$ cat src/rtl/mem_pkg.sv
// Shared types and helpers for the LEGv8 memory stage: FSM state encoding,
// doubleword alignment mask and the wait-counter width rule.
package mem_pkg;

    typedef enum logic [0:0] {
        IDLE   = 1'b0,
        ACCESS = 1'b1
    } state_e;

    // Doubleword accesses must have the low three address bits clear.
    localparam logic [2:0] ALIGN_MASK = 3'b111;

    localparam int MAX_WAIT_DEF = 16;

    // Counter must be able to hold MAX_WAIT itself (it steps once past the
    // last wait cycle on the abort edge before being cleared in IDLE).
    function automatic int wait_cnt_w(input int max_wait);
        return $clog2(max_wait + 1);
    endfunction

    function automatic logic is_aligned(input logic [2:0] addr_lo);
        return ((addr_lo & ALIGN_MASK) == 3'b000);
    endfunction

endpackage

$ cat src/rtl/mem_wait_timer.sv
// Ack-wait counter: cleared while the stage is idle, advanced on every
// access cycle without an ack, and flags the final permitted wait cycle.
module mem_wait_timer #(
    parameter int CW    = 5,
    parameter int LIMIT = 16
) (
    input  logic clk_i,
    input  logic rst_ni,
    input  logic clr_i,
    input  logic en_i,
    output logic expire_o
);

    localparam logic [CW-1:0] LAST = CW'(LIMIT - 1);

    logic [CW-1:0] cnt_q;
    logic [CW-1:0] cnt_d;

    // Next count: clear has priority over enable, otherwise hold.
    always_comb begin
        cnt_d = cnt_q;
        if (clr_i) begin
            cnt_d = {CW{1'b0}};
        end else if (en_i) begin
            cnt_d = cnt_q + CW'(1);
        end else begin
            cnt_d = cnt_q;
        end
    end

    // Counter register with asynchronous reset.
    always_ff @(posedge clk_i or negedge rst_ni) begin
        if (!rst_ni) begin
            cnt_q <= {CW{1'b0}};
        end else begin
            cnt_q <= cnt_d;
        end
    end

    assign expire_o = (cnt_q == LAST);

endmodule

$ cat src/rtl/memory_stage.sv
// LEGv8 memory stage: resolves branches, runs data-memory loads/stores over
// a req/ack handshake with timeout, and registers results toward writeback.
module memory_stage #(
    parameter int DW       = 64,
    parameter int MAX_WAIT = 16
) (
    input  logic          clk,
    input  logic          reset,
    input  logic          in_valid,
    input  logic          MemRead_M,
    input  logic          MemWrite_M,
    input  logic          Branch_M,
    input  logic [DW-1:0] aluResult_M,
    input  logic [DW-1:0] writeData_M,
    input  logic          zero_M,
    input  logic [DW-1:0] PCBranch_M,
    output logic          stall,
    output logic          PCSrc_M,
    output logic [DW-1:0] PCBranch_out,
    output logic          dm_req,
    output logic          dm_we,
    output logic [DW-1:0] dm_addr,
    output logic [DW-1:0] dm_wdata,
    input  logic          dm_ack,
    input  logic [DW-1:0] dm_rdata,
    output logic          out_valid,
    output logic [DW-1:0] readData_W,
    output logic [DW-1:0] aluResult_W,
    output logic          misalign_W,
    output logic          bus_err_W
);
    import mem_pkg::*;

    localparam int CW = wait_cnt_w(MAX_WAIT);

    state_e        state_q;
    logic          dm_req_q;
    logic          dm_we_q;
    logic [DW-1:0] dm_addr_q;
    logic [DW-1:0] dm_wdata_q;
    logic          out_valid_q;
    logic [DW-1:0] read_data_q;
    logic [DW-1:0] alu_result_q;
    logic          misalign_q;
    logic          bus_err_q;

    logic memop_s;
    logic aligned_s;
    logic issue_s;
    logic expire_s;
    logic in_access_s;

    assign memop_s     = MemRead_M | MemWrite_M;
    assign aligned_s   = is_aligned(aluResult_M[2:0]);
    assign in_access_s = (state_q == ACCESS);
    assign issue_s     = ~in_access_s & in_valid & memop_s & aligned_s;

    mem_wait_timer #(
        .CW    (CW),
        .LIMIT (MAX_WAIT)
    ) u_wait_timer (
        .clk_i    (clk),
        .rst_ni   (reset),
        .clr_i    (~in_access_s),
        .en_i     (in_access_s & ~dm_ack),
        .expire_o (expire_s)
    );

    // Upstream hold: while issuing an aligned access, then until ack or the last wait cycle.
    always_comb begin
        stall = 1'b0;
        if (in_access_s) begin
            stall = ~dm_ack & ~expire_s;
        end else begin
            stall = issue_s;
        end
    end

    // Branches only resolve when the stage is idle and the inputs are live.
    assign PCSrc_M      = in_valid & Branch_M & zero_M & ~in_access_s;
    assign PCBranch_out = PCBranch_M;

    // Access FSM with request and writeback registers.
    always_ff @(posedge clk or negedge reset) begin
        if (!reset) begin
            state_q      <= IDLE;
            dm_req_q     <= 1'b0;
            dm_we_q      <= 1'b0;
            dm_addr_q    <= {DW{1'b0}};
            dm_wdata_q   <= {DW{1'b0}};
            out_valid_q  <= 1'b0;
            read_data_q  <= {DW{1'b0}};
            alu_result_q <= {DW{1'b0}};
            misalign_q   <= 1'b0;
            bus_err_q    <= 1'b0;
        end else begin
            case (state_q)
                IDLE: begin
                    if (issue_s) begin
                        state_q     <= ACCESS;
                        dm_req_q    <= 1'b1;
                        dm_we_q     <= MemWrite_M;
                        dm_addr_q   <= aluResult_M;
                        dm_wdata_q  <= writeData_M;
                        out_valid_q <= 1'b0;
                        misalign_q  <= 1'b0;
                        bus_err_q   <= 1'b0;
                    end else if (in_valid) begin
                        // ALU-only op, or a memory op skipped for misalignment.
                        out_valid_q  <= 1'b1;
                        alu_result_q <= aluResult_M;
                        read_data_q  <= {DW{1'b0}};
                        misalign_q   <= memop_s;
                        bus_err_q    <= 1'b0;
                    end else begin
                        out_valid_q <= 1'b0;
                        misalign_q  <= 1'b0;
                        bus_err_q   <= 1'b0;
                    end
                end
                ACCESS: begin
                    if (dm_ack) begin
                        state_q      <= IDLE;
                        dm_req_q     <= 1'b0;
                        dm_we_q      <= 1'b0;
                        out_valid_q  <= 1'b1;
                        alu_result_q <= dm_addr_q;
                        read_data_q  <= dm_we_q ? {DW{1'b0}} : dm_rdata;
                        misalign_q   <= 1'b0;
                        bus_err_q    <= 1'b0;
                    end else if (expire_s) begin
                        state_q      <= IDLE;
                        dm_req_q     <= 1'b0;
                        dm_we_q      <= 1'b0;
                        out_valid_q  <= 1'b1;
                        alu_result_q <= dm_addr_q;
                        read_data_q  <= {DW{1'b0}};
                        misalign_q   <= 1'b0;
                        bus_err_q    <= 1'b1;
                    end else begin
                        out_valid_q <= 1'b0;
                    end
                end
                default: begin
                    state_q     <= IDLE;
                    dm_req_q    <= 1'b0;
                    dm_we_q     <= 1'b0;
                    out_valid_q <= 1'b0;
                    misalign_q  <= 1'b0;
                    bus_err_q   <= 1'b0;
                end
            endcase
        end
    end

    assign dm_req      = dm_req_q;
    assign dm_we       = dm_we_q;
    assign dm_addr     = dm_addr_q;
    assign dm_wdata    = dm_wdata_q;
    assign out_valid   = out_valid_q;
    assign readData_W  = read_data_q;
    assign aluResult_W = alu_result_q;
    assign misalign_W  = misalign_q;
    assign bus_err_W   = bus_err_q;

endmodule

$ cat config.mk
export PLATFORM = sky130hd
export DESIGN_NAME = memory_stage
export DESIGN_NICKNAME = d
export VERILOG_FILES = /design/src/rtl/mem_pkg.sv /design/src/rtl/mem_wait_timer.sv /design/src/rtl/memory_stage.sv
export SDC_FILE = /design/constraint.sdc
export NUM_CORES = 1
export LEC_CHECK = 0
export ABC_AREA = 1
export CAP_MARGIN = 20
export CORE_AREA = 2 2 230 232
export DETAILED_ROUTE_END_ITERATION = 10
export DIE_AREA = 0 0 232 234
export SLEW_MARGIN = 20
export SYNTH_ARGS = -nofsm -noshare
export SYNTH_HDL_FRONTEND = slang
export SYNTH_SLANG_ARGS = --single-unit
$ cat constraint.sdc
create_clock -name clk -period 2.7 [get_ports clk]
set_clock_uncertainty 0.15 [all_clocks]
set_input_delay 0.675 -clock clk [delete_from_list [all_inputs] [get_ports clk]]
set_output_delay 0.675 -clock clk [all_outputs]
set_load 0.005 [all_outputs]
* After elaboration in Yosys (flattened, before gate mapping) *
Cells that the tools add are included.

cells by class
  add/subtract/negate cells = 1
  eq/ne operators = 6
  mux-type cells = 35
  bitwise operators = 12
  reduce and logical (&&, ||, !) cells = 4

operators by type and width
  kind                   count
  $mux W64               9
  $pmux W64 S2           2
  $mux W1                16
  $pmux W1 S2            6
  $mux W5                2
  $and A1 B1 Y1          8
  $ne A2 B2 Y1 const B   3
  $add A5 B1 Y5 const B  1
  $eq A5 B4 Y1 const B   1
  $reduce_and A2 Y1      2
  $logic_not A3 Y1       1
  $ne A3 B2 Y1 const B   1
  $not A1 Y1             3
  $reduce_and A3 Y1      1
  $ne A2 B1 Y1 const B   1
  $or A1 B1 Y1           1

word-level totals
  flip-flop bits (word level) = 267
  input port bits = 264

* Longest topological paths before layout *
Gate-level depths: netlist (run 1).

  depth after elaboration = 6
  depth in mapped cells = 10

* Hierarchy *
A second synthesis (run 1) with hierarchy kept.

second synthesis, totals
  cells, all modules = 1,356
  area total of the unflattened synthesis = 11,476.0 um2

modules (own cells, without submodules)
  module          times used  cells each  area each (um2)  sequential area each (um2)
  memory_stage    1           1,326       11,205.7         6,556.3
  mem_wait_timer  1           30          270.3            125.1

* Worst setup path before layout (run 1) *
No wires, ideal clock.

  path kind = input to output
  start = input aluResult_M[1]
  end = output stall
  arrival time = 1.478 ns
  required time = 1.875 ns
  setup slack = 0.397 ns
  stages = 8
  cells stage by stage = inv_1 nand2_1 nor2_1 nand2_2 buf_6 buf_4 buf_2 nand2_1

on the way
  cells in the longest elaborated chain, start to end = 3

ends and longest elaborated chain
  what              RTL line            text
  start, declared   memory_stage.sv:13  input logic [DW-1:0] aluResult_M,
  $logic_not A3 Y1  mem_pkg.sv:22       return ((addr_lo & ALIGN_MASK) == 3'b000);
  $and A1 B1 Y1     memory_stage.sv:56  assign issue_s = ~in_access_s & in_valid & memop_s & aligned_s;
  $mux W1           memory_stage.sv:72  if (in_access_s) begin
  end, declared     memory_stage.sv:17  output logic stall,

No other way between the ends.

* Worst setup path in the final report (run 1) *
  start = register u_wait_timer.cnt_q[0]
  end = output stall

on the way
  cells in the longest elaborated chain, start to end = 4

ends and longest elaborated chain
  what                    RTL line              text
  start, declared         mem_wait_timer.sv:16  logic [CW-1:0] cnt_q;
  start signal, assigned  mem_wait_timer.sv:34  cnt_q <= {CW{1'b0}};
  start signal, assigned  mem_wait_timer.sv:36  cnt_q <= cnt_d;
  $eq A5 B4 Y1            mem_wait_timer.sv:40  assign expire_o = (cnt_q == LAST);
  $not A1 Y1              memory_stage.sv:73    stall = ~dm_ack & ~expire_s;
  $and A1 B1 Y1           memory_stage.sv:73
  $mux W1                 memory_stage.sv:72

No other way between the ends.

==> results of run 1 <==
-- worst max-delay path by stage --
stage	from	endpoint	slack, ns	cells past startpoint
2_1_floorplan	aluResult_M[1]	stall	0.40	8
3_3_place_gp	MemWrite_M	stall	-0.36	7
3_5_place_dp	MemWrite_M	stall	-0.37	7
4_1_cts	u_wait_timer.cnt_q[1]	stall	-0.05	6
5_1_grt	u_wait_timer.cnt_q[0]	stall	-0.08	6
6_report	u_wait_timer.cnt_q[0]	stall	-0.03	6
-- flip-flops by register name (all words and copies together) (netlist names) --
register            cells
dm_wdata               64
u_wait_timer.cnt_q      5
dm_we                   1
dm_addr                64
dm_req                  1
misalign_W              1
aluResult_W            64
out_valid               1
readData_W             64
bus_err_W               1
in_access_s             1
-- report_power, final --
group	switching [mW]	internal, mW	total (mW)
sequential	0.389	4.59	4.98
clock	1.66	2.53	4.19
combinational	1.02	1.57	2.59
total	3.06	8.70	11.8
-- cell type report --
class                           instances  area share
Sequential cell                       267       0.379
Multi-Input combinational cell        871       0.205
Tap cell                              688      0.0488
Clock inverter                          8     0.00532
Inverter                               74      0.0157
Clock buffer                           48      0.0527
Timing Repair Buffer                  512       0.294
-- tightest hold or removal path, stage by stage (launching register included) --
cell and delay, ns:
dfrtp_1 0.34, nand2_1 0.05, nand2_1 0.05
-- cells in the final DEF, fill, tap and decap left out, types with 5 or more instances in the layout --
cell / Yosys / final
buf_4: 77 / 34
nand2_1: 652 / 650
clkbuf_8: 0 / 9
o21ai_0: 124 / 124
nor2_1: 10 / 10
clkbuf_16: 0 / 31
nand3_1: 66 / 66
clkinv_2: 0 / 5
buf_12: 0 / 15
clkdlybuf4s50_1: 0 / 458
inv_1: 72 / 72
clkbuf_1: 25 / 8
dfrtp_1: 267 / 266
-- layer usage --
layer / routed length, um / share of wire / up-vias / GRT usage
li1: - / - / 4914 / -
met1: 14800 / 0.41 / 4680 / 0.158
met2: 17800 / 0.49 / 341 / 0.213
met3: 2870 / 0.078 / 67 / 0.0388
met4: 1040 / 0.028 / 0 / 0.0453
met5: 0 / 0 / - / 0
-- cells by family (layout without fill, tap and decap cells) --
family | count (synthesis) | in the layout | synth area share
AO/OA/AOI/OAI | 131 | 131 | 0.0580
XOR/XNOR | 1 | 1 | 0.000768
adder cells (fa/ha/maj) | 2 | 2 | 0.00219
buffers and inverters | 214 | 642 | 0.102
flip-flops | 267 | 267 | 0.586
AND/OR/NAND/NOR | 737 | 737 | 0.252
-- stage by stage --
stage / hold slack, ns / area, um2 / util / TNS, ns
floorplan: 0.229 / 11400 / - / 0
global placement: 0.304 / 16600 / 0.319 / -8.32
detailed placement: 0.308 / 16600 / 0.319 / -11.01
CTS: 0.323 / 17700 / 0.339 / -0.0513
global route: 0.336 / 17700 / 0.339 / -0.0849
finish: 0.317 / 17700 / 0.339 / -0.0295
-- timing repair --
item	CTS	global route
cloned	0	0
buffers inserted	3	0
hold buffers	1	0
gates resized for setup	12	0
setup endpoints to repair	2	1
pin swaps	3	1
endpoints found under the hold margin	38	0
==> results.toml, run 1 <==
[run_status]
status = "complete, but fails checks"
violations = "negative setup slack"

[die]
die_w_um = 232
die_y_um = 234
initial_core_util = 0.219
num_io_pins = 591
core_region_area_um2 = 52000
rows = 84
die_area_um2 = 54300

[worst_setup_path]
crit_path_top_delay_cell = "dfrtp_1"
crit_family = "simple AND/OR/NAND/NOR gates"
end_kind = "primary output"
cp.required_ns = 1.88
start_kind = "register"
rrSetupSlack_ns = 0.37
r2r_cells = 11
arrival_ns = 1.90
crit_chain = "ha_2, and3_4, ha_4, or2_4, nand2_2, buf_2"
path_buf_inv = 1
reg2reg_from = "u_wait_timer.cnt_q[0]"
max_stage_delay_ns = 0.38
timing.rr.end = "aluResult_W[41]"
crit_fanout = 2
crit_type = "register to primary output"

[synth]
async_flop_share = 1.00
mappedNetlistArea_um2 = 11400
ys_dominant_reg_cell = "dfrtp_1"
ys_ff_latch = 267
yosysMostFrequentCell = "nand2_1"
synth_area_leaders = "dfrtp_1 (59%), nand2_1 (21%), o21ai_0 (5.4%)"
ys_types = 22
synth_top_area_frac = 0.586
syn_area_per_cell_um2 = 8.44
syn-instance-count = 1352
synth-edff-count = 0
synth.cells.most_frequent = "nand2_1 (652), dfrtp_1 (267), o21ai_0 (124), buf_4 (77), inv_1 (72)"
syn-num-nets = 1618
seq_area_frac_synth = 0.586
ys_warn_count = 0
yosysTopAreaCell = "dfrtp_1"

[clock_tree]
cts_inserted_buffers = 31
htreeDepth = 1
clock_latency_ns = 0.57
clk_pin_slew_ns = 0.06
cts_tree = "yes"
clock-sinks = 267
root_buffer = "clkbuf_16"
clockBufferDepth = 3

[global_route]
grtUsageTotal = 0.129
antenna_found_initial = 0
grt_first_pass_wirelength_um = 55900
grt_overflow = 0
grt_max_degree = 127
first_global_vias = 9822

[routing]
avgViaCountPerCell = 4.05
vias = 10002
firstDrtPassIters = 5
drc = 0
drt_iter0_drc = 482
drtAntennaViolNets = 0
wl_um = 36600
avgRoutedWirePerCell_um = 14.8

[hold_path]
hold_start = "readData_W[17]"
hp-class = "register to register"
min_to = "readData_W[17]"
hold_depth = 2

[cells_and_area]
stdcell_count = 2468
nFillCells = 5380
fin_nets = 2023
seqCellArea_um2 = 6690
multi_input_area_um2 = 3620
drive_gt1_frac = 0.0646
antenna_cells = 0
synthToLayoutAreaGrowth_pct = 54.7

[power]
power.density_nw_per_um2 = 666
ir_drop_mv = 0.384
total_power_mw = 11.8
power_leakage_nw = 8.45

[sta]
period_minus_slack_ns = 2.73
slew_headroom = 0.542
max_freq_mhz = 366
hold_viol_final = 0
rsz0062_at_grt = "yes"
worstMarginPinSlew_ns = 0.687
worst_slack_ns = -0.0295
fin_crit_sh = 1.01
drv_slew = 0
setup_viol = 1

[place]
place_inst = 2408
io_buffer_count = 462
gp_congestion = 0.797
place.detailed.hpwl_um = 26100
pre_cts_ws_ns = -0.368

[run]
cap_violations = 0
(Power assumes the default switching activity.)
==> inputs of run 2 (changes only) <==
--- a/config.mk
+++ b/config.mk
@@ -6,11 +6,12 @@
 export NUM_CORES = 1
 export LEC_CHECK = 0
 export ABC_AREA = 1
-export CAP_MARGIN = 20
-export CORE_AREA = 2 2 230 232
+export CORE_AREA = 2 2 228 230
+export CTS_BUF_LIST = sky130_fd_sc_hd__clkbuf_4
 export DETAILED_ROUTE_END_ITERATION = 10
-export DIE_AREA = 0 0 232 234
+export DIE_AREA = 0 0 230 232
 export SLEW_MARGIN = 20
 export SYNTH_ARGS = -nofsm -noshare
 export SYNTH_HDL_FRONTEND = slang
 export SYNTH_SLANG_ARGS = --single-unit
+export TNS_END_PERCENT = 100
==> results.toml, run 2 (synthesis results as in run 1) <==
[clock_tree]
clk_pin_slew_ns = 0.07
clock_latency_ns = 0.76
cts_tree = "yes"
htreeDepth = 3
clock-sinks = 267
cts_inserted_buffers = 81
clockBufferDepth = 3
root_buffer = "clkbuf_4"

[worst_setup_path]
crit_chain = "ha_2, and3_4, ha_4, or2_4, nand2_4, buf_6"
crit_path_top_delay_cell = "dfrtp_1"
max_stage_delay_ns = 0.39
cp.required_ns = 1.88
crit_type = "register to primary output"
crit_fanout = 2
path_buf_inv = 1
crit_family = "simple AND/OR/NAND/NOR gates"
start_kind = "register"
end_kind = "primary output"
arrival_ns = 2.08

[run_status]
violations = "negative setup slack"
status = "complete, but fails checks"

[sta]
period_minus_slack_ns = 2.90
setup_viol = 1
worst_slack_ns = -0.201
max_freq_mhz = 345
slew_headroom = 0.548
hold_viol_final = 0
finalSetupTns_ns = -0.201
worstMarginPinSlew_ns = 0.678
drv_slew = 0
fin_crit_sh = 1.07
rsz0062_at_grt = "yes"

[global_route]
grt_max_degree = 134
busiest_layer = "met2"
grt_use_met1 = 0.162
grt_overflow = 0
gr-usage-met3 = 0.0580
grtUsageTotal = 0.141
first_global_vias = 10483
antenna_found_initial = 1
grt_util_met2 = 0.226
grt_first_pass_wirelength_um = 58800

[routing]
firstDrtPassIters = 5
avgRoutedWirePerCell_um = 15.1
drt_iter0_drc = 608
avgViaCountPerCell = 4.06
wl_um = 38200
vias = 10293
drc = 0
drtAntennaViolNets = 0

[place]
place.detailed.hpwl_um = 26800
gp_congestion = 0.767
io_buffer_count = 462

[cells_and_area]
synthToLayoutAreaGrowth_pct = 53.3
final_common_cell = "nand2_1"
fin_nets = 2063
nFillCells = 5330
layout_common_cells = "nand2_1 (650), clkdlybuf4s50_1 (449), dfrtp_1 (265), o21ai_0 (124), clkbuf_4 (107)"
drive_gt1_frac = 0.0950
final_core_util = 0.344

[power]
ir_drop_mv = 0.303
p_sw_mw = 3.28
total_power_mw = 11.5
comb_power_share = 0.223
power.density_nw_per_um2 = 660
p_sw_frac = 0.284
intPower_mw = 8.26
power_leakage_nw = 8.48
seqPwrFrac = 0.432
pwr-share-clk = 0.346

[die]
core_region_area_um2 = 50900
rows = 83
num_io_pins = 591
die_area_um2 = 53400
die_w_um = 230
initial_core_util = 0.224
die_y_um = 232

[run]
cap_violations = 0

[hold_path]
hp-class = "input port to register"
-- run 2: worst register-to-register path, stage by stage, from the launching register on --
cell and delay, ns:
dfrtp_4 0.43, buf_4 0.15, buf_4 0.46, buf_4 0.66, o21ai_0 0.32, nand3_1 0.14, nand2_1 0.06
-- run 2: repair_timing --
item / CTS / global route
hold buffers: 1 / 0
endpoints found under the setup margin: 15 / 1
endpoints found under the hold margin: 145 / 0
setup buffers: 4 / 0
pin swaps: 3 / 1
gates resized for setup: 28 / 0
-- run 2: worst paths after layout --
check / start / endpoint / slack, ns / cells past startpoint
worst max-delay path: u_wait_timer.cnt_q[0] / stall / -0.20 / 6
worst max register to register: in_access_s / aluResult_W[36] / 0.23 / 6
worst min-delay path: dm_rdata[32] / readData_W[32] / 0.27 / 3
worst min register to register: readData_W[9] / readData_W[9] / 0.32 / 2
max in group asynchronous: reset / dm_wdata[41] / 1.40 / 3
min in group asynchronous: reset / dm_addr[43] / 0.28 / 2
-- run 2: layer usage --
| metal | vias to the layer above | part of all wire | wire length [um] |
|---|---|---|---|
| met5 | - | 0 | 0 |
| met4 | 0 | 0.032 | 1230 |
| met3 | 74 | 0.093 | 3540 |
| met2 | 443 | 0.47 | 18000 |
| met1 | 4735 | 0.40 | 15500 |
| li1 | 5041 | - | - |
-- run 2: layout make-up --
class / count / area [um2] / share of cell area
flip-flops and latches: 267 / 6690 / 0.382
repair buffers: 502 / 5040 / 0.288
multi-input cells: 871 / 3620 / 0.207
well taps: 680 / 851 / 0.0486
clock buffers: 107 / 803 / 0.0459
inverters: 74 / 280 / 0.0160
clock inverters: 31 / 211 / 0.0121
diodes: 1 / 2.50 / 0.000143
-- run 2: stage by stage --
stage | std cells | instance area (um2) | worst slack, ns | hold slack [ns]
6_report | 2533 | 17500 | -0.201 | 0.272
3_5_place_dp | 2389 | 16400 | -0.389 | 0.307
4_1_cts | 2532 | 17500 | -0.340 | 0.109
5_1_grt | 2533 | 17500 | -0.362 | 0.151
2_1_floorplan | 1352 | 11400 | 0.397 | 0.229
3_3_place_gp | 2389 | 16400 | -0.443 | 0.303
-- run 2: power groups by stage --
stage                     logic, mW  registers, mW  clock network [mW]
after floorplan               0.751           5.05                   0
after global placement         2.59           5.02                   0
after detailed placement       2.61           5.05                   0
after CTS                      2.63           4.99                4.21
after global routing           2.82           5.06                4.42
final                          2.57           4.98                3.99
